==> src/rtl/ps2_pkg.sv <==
// rtl/ps2_pkg.sv - shared PS/2 state encodings, error codes and timing defaults
package ps2_pkg;

  typedef enum logic [2:0] {
    IDLE,
    DATA,
    PARITY,
    STOP,
    DONE
  } rx_state_t;

  localparam logic [1:0] ERR_NONE   = 2'b00;
  localparam logic [1:0] ERR_PARITY = 2'b01;
  localparam logic [1:0] ERR_STOP   = 2'b10;

  // 1 ms at 100 MHz between mouse-clock falling edges inside a frame
  localparam int PS2_TIMEOUT_CYCLES = 100000;

endpackage

==> src/rtl/ps2_mouse_byte_receiver.sv <==
// rtl/ps2_mouse_byte_receiver.sv - deframes device-to-host PS/2 frames into bytes with error codes
module ps2_mouse_byte_receiver
  import ps2_pkg::*;
#(
  parameter int TIMEOUT_CYCLES = PS2_TIMEOUT_CYCLES,
  parameter int CNT_W          = 17
) (
  input  logic       CLK,
  input  logic       RESET,
  input  logic       CLK_MOUSE_IN,
  input  logic       DATA_MOUSE_IN,
  input  logic       READ_ENABLE,
  output logic [7:0] BYTE_READ,
  output logic [1:0] BYTE_ERROR_CODE,
  output logic       BYTE_READY
);

  localparam logic [CNT_W-1:0] TO_LAST = CNT_W'(TIMEOUT_CYCLES - 1);

  rx_state_t        r_state;
  logic [2:0]       r_bit_cnt;
  logic [CNT_W-1:0] r_to_cnt;
  logic             r_clk_prev;
  logic [7:0]       r_shift;
  logic             r_parity_err;

  logic             w_fe;
  logic             w_par_err;
  logic [1:0]       w_code;

  assign w_fe      = r_clk_prev & ~CLK_MOUSE_IN;
  assign w_par_err = ~(^r_shift ^ DATA_MOUSE_IN);
  assign w_code    = (r_parity_err   ? ERR_PARITY : ERR_NONE) |
                     (~DATA_MOUSE_IN ? ERR_STOP   : ERR_NONE);

  // Outputs are loaded on the stop-bit edge so they are already valid while DONE strobes READY.
  always_ff @(posedge CLK) begin
    if (RESET) begin
      r_state         <= IDLE;
      r_bit_cnt       <= 3'd0;
      r_to_cnt        <= '0;
      r_clk_prev      <= 1'b1;
      r_shift         <= 8'h00;
      r_parity_err    <= 1'b0;
      BYTE_READ       <= 8'h00;
      BYTE_ERROR_CODE <= ERR_NONE;
      BYTE_READY      <= 1'b0;
    end else begin
      r_clk_prev <= CLK_MOUSE_IN;
      BYTE_READY <= 1'b0;
      case (r_state)
        IDLE: begin
          r_to_cnt <= '0;
          if (w_fe && READ_ENABLE && !DATA_MOUSE_IN) begin
            r_state   <= DATA;
            r_bit_cnt <= 3'd0;
          end
        end
        DATA, PARITY, STOP: begin
          if (w_fe) begin
            r_to_cnt <= '0;
            if (r_state == DATA) begin
              r_shift <= {DATA_MOUSE_IN, r_shift[7:1]};
              if (r_bit_cnt == 3'd7) begin
                r_bit_cnt <= 3'd0;
                r_state   <= PARITY;
              end else begin
                r_bit_cnt <= r_bit_cnt + 3'd1;
              end
            end else if (r_state == PARITY) begin
              r_parity_err <= w_par_err;
              r_state      <= STOP;
            end else begin
              BYTE_READ       <= r_shift;
              BYTE_ERROR_CODE <= w_code;
              BYTE_READY      <= 1'b1;
              r_state         <= DONE;
            end
          end else if (r_to_cnt == TO_LAST) begin
            r_to_cnt <= '0;
            r_state  <= IDLE;
          end else begin
            r_to_cnt <= r_to_cnt + 1'b1;
          end
        end
        DONE: begin
          r_to_cnt <= '0;
          r_state  <= IDLE;
        end
        default: begin
          r_to_cnt <= '0;
          r_state  <= IDLE;
        end
      endcase
    end
  end

endmodule

==> config.mk <==
export PLATFORM = sky130hd
export DESIGN_NAME = ps2_mouse_byte_receiver
export DESIGN_NICKNAME = d
export VERILOG_FILES = /design/src/rtl/ps2_pkg.sv /design/src/rtl/ps2_mouse_byte_receiver.sv
export SDC_FILE = /design/constraint.sdc
export NUM_CORES = 1
export LEC_CHECK = 0
export BUFFER_PORTS_ARGS = -buffer_cell sky130_fd_sc_hd__buf_2
export CORE_ASPECT_RATIO = 0.5
export CORE_MARGIN = 2
export CORE_UTILIZATION = 43
export CTS_BUF_LIST = sky130_fd_sc_hd__clkbuf_8
export DETAILED_ROUTE_END_ITERATION = 8
export GPL_TIMING_DRIVEN = 0
export PLACE_DENSITY = 0.69
export SLEW_MARGIN = 10
export SYNTH_ARGS = -nofsm -noshare
export SYNTH_HDL_FRONTEND = slang
export SYNTH_SLANG_ARGS = --single-unit
==> constraint.sdc <==
create_clock -name CLK -period 3.9 [get_ports CLK]
set_clock_uncertainty 0.15 [all_clocks]
set_input_delay 0.195 -clock CLK [delete_from_list [all_inputs] [get_ports CLK]]
set_output_delay 0.195 -clock CLK [all_outputs]
set_load 0.02 [all_outputs]
==> results.json <==
{
  "routedWlPerCell_um": 11.69,
  "critical_path_buf_inv_count": 1,
  "fin_crit_ns": 2.086,
  "via_count_of_the_first_global_routing_pass": 1349,
  "first_iter_violations": 21,
  "data_arrival_time_of_the_worst_path_ns": 2.11,
  "end_kind": "register",
  "layout_worst_path_cycle_share_pct": 53.49,
  "wire_length_of_the_first_global_routing_pass_mm": 5.885,
  "yosysMostFrequentCell": "dfxtp_1",
  "numCtsBuffers": 5,
  "path_delay_family": "simple AND/OR/NAND/NOR gates",
  "remaining_drc_errors": 0,
  "clock-sinks": 44,
  "placedCellCount": 273,
  "cts-root-to-sink-buffers": 2,
  "post_drt_via_cell_ratio": 5.007,
  "num_vias": 1412,
  "cells_along_the_critical_path": "ha_1, and4_1, nand4_1, nand3b_1, clkbuf_1, nor2_1",
  "track_usage_pct": 15.05,
  "ctsHoldBuffers": 1,
  "final.hold.worst_slack_ns": 0.04212,
  "dp_hpwl_mm": 2.303,
  "power_density_mw_per_mm2": 397.9,
  "required_ns": 3.92,
  "yosys-top-cells-area": "dfxtp_1, xnor2_1, nor2_1, mux2i_1, nand2_1",
  "finish.instance_area_mm2": 0.002133,
  "cts_setup_buffers": 0,
  "worst_slew_margin_rel_pct": 69.10,
  "fmax_mhz": 479.3,
  "master_of_the_slowest_instance_on_the_critical_path": "clkbuf_1",
  "coreArea_mm2": 0.004024,
  "grt_max_degree": 14,
  "min_path_type": "in -> reg",
  "count_of_flip_flops_with_a_built_in_enable_after_synthesis": 0,
  "post_synth_most_frequent_cells": "dfxtp_1, nor2_1, nand2_1",
  "drtAntennaViolNets": 0,
  "crit_path_max_fanout": 10,
  "fp.dieArea_mm2": 0.004898,
  "placementRows": 16,
  "clk_pin_slew_worst_setup_hold_paths_ns": 0.08,
  "slew_at_the_pin_closest_to_its_max_slew_limit_ns": 0.4635,
  "dpl-instance-area_mm2": 0.001997,
  "p_leak_nw": 0.7959,
  "critical_path.max_stage_delay_ns": 0.38,
  "post-layout-total-power_uw": 848.7,
  "ys_seq_elements": 44,
  "syn-mean-instance-area_um2": 9.070,
  "vdd.ir_drop.worst_uv": 145.6,
  "floorplan.initialDensity_pct": 46.21,
  "yosys_most_used_dff": "dfxtp_1",
  "setup-tns-final_ns": 0,
  "outcome": "complete, no violations",
  "port_buffers": 14,
  "yosysWarningCount": 0,
  "report.final.slew_viol_count": 0,
  "netlist-cell-type-count": 37,
  "syn_inst": 205,
  "antenna_found_initial": 0,
  "post_cts_resize_count": 0,
  "netlist.top_cell.by_area": "dfxtp_1",
  "chipHeight_um": 50.50,
  "boundaryPins": 16,
  "final_critical_path_setup_slack_ns": 1.814,
  "clk_lat_worst_skew_ns": 0.29,
  "maxCapViolations": 0,
  "pre_cts_ws_ns": 1.784,
  "synth_nets": 213,
  "detail_route.wirelength_mm": 3.297,
  "timing.final.hold_violations": 0,
  "path_class": "reg -> reg",
  "synth_seq_area_share_pct": 47.38,
  "finalNonFillerCells": 282,
  "gpl.final_weighted_congestion": 0.7515,
  "synth-async-reset-ratio_pct": 0,
  "grt_setup_unrepaired": "no",
  "tritoncts": "built",
  "area_delta_synth_final_pct": 14.74,
  "grt.overflow.total": 0,
  "fp.dieW_um": 97.00,
  "startpoint_type": "register",
  "nets": 235,
  "setup_violations": 0,
  "antenna-diode-count": 0,
  "cts_root_buf": "clkbuf_8",
  "proportion_of_netlist_area_held_by_the_largest_area_contributor_pct": 47.38,
  "ctsHtreeMaxLevel": 2,
  "first_pass_iters": 4,
  "syn-cell-area_mm2": 0.001859,
  "final_core_util_pct": 53.02,
  "final_layout_size_suffix_gt1_share_pct": 13.16
}
==> layer usage <==
metal	share of wire, %	wire (um)	global-route usage (%)	vias up
li1	-	-	-	740
met3	2.9	96	4.178	4
met2	47	1545	26.50	14
met4	1.3	44	6.573	0
met5	0	0	0	-
met1	49	1609	17.53	654
==> layout by cell type, fill, tap and decap left out, types with 2 or more instances in the layout <==
cell type / n
dfxtp_1: 44
xnor2_1: 15
nand3_1: 9
nor3b_1: 2
or3_1: 2
clkbuf_8: 7
nor2_1: 30
nor4bb_1: 2
or2_2: 2
mux2i_1: 9
buf_2: 15
clkbuf_1: 6
nor3_1: 4
xor2_1: 4
ha_1: 3
nand2_1: 24
inv_1: 5
nand4_1: 3
o21ai_0: 3
a21oi_1: 17
nor4_1: 3
==> power by group <==
part | switching [mW] | leakage [nW] | internal (mW) | total (mW)
Sequential | 0.000546 | 0.355 | 0.450 | 0.450
Clock | 0.153 | 0.0645 | 0.226 | 0.379
Combinational | 0.0117 | 0.377 | 0.00774 | 0.0195
==> final cells by class <==
type	instances	area, um2
repair buffers	15	80.08
inverters	5	18.77
fillers	376	1891
flip-flops and latches	44	880.8
plain buffers	7	27.53
well taps	54	67.56
multi-input cells	149	932.1
clock inverters	1	30.03
clock buffers	7	96.34
==> registers in the layout, indices dropped and copies added (netlist names) <==
register,count
r_to_cnt,17
r_bit_cnt,3
r_state,3
BYTE_ERROR_CODE,2
r_parity_err,1
BYTE_READY,1
BYTE_READ,8
r_clk_prev,1
r_shift,8
==> worst paths after layout <==
kind                                     from           end  slack (ns)  depth (start not counted)
worst min-delay path            DATA_MOUSE_IN    r_shift[7]        0.04                          3
worst max register to register    r_to_cnt[0]   r_to_cnt[2]        1.81                          6
worst max-delay path              r_to_cnt[0]   r_to_cnt[2]        1.81                          6
worst min register to register   r_bit_cnt[1]  r_bit_cnt[1]        0.31                          2
==> worst reg2reg max path, cell delays in order, from the launching register on <==
cell,delay [ns]
dfxtp_1,0.37
ha_1,0.24
and4_1,0.24
nand4_1,0.16
nand3b_1,0.32
clkbuf_1,0.38
nor2_1,0.10
==> cell families (layout without fill, tap and decap cells) <==
| kind of cell | after synthesis | count (layout) | synth area share (%) |
|---|---|---|---|
| multiplexers | 9 | 9 | 4.845 |
| AO/OA/AOI/OAI | 25 | 25 | 7.537 |
| AND/OR/NAND/NOR | 92 | 92 | 25.57 |
| XOR/XNOR | 20 | 20 | 10.16 |
| adder cells (fa/ha/maj) | 3 | 3 | 2.019 |
| flip-flops | 44 | 44 | 47.38 |
| buffers and inverters | 12 | 35 | 2.490 |
Note: power is estimated with default switching activity, not from simulation.
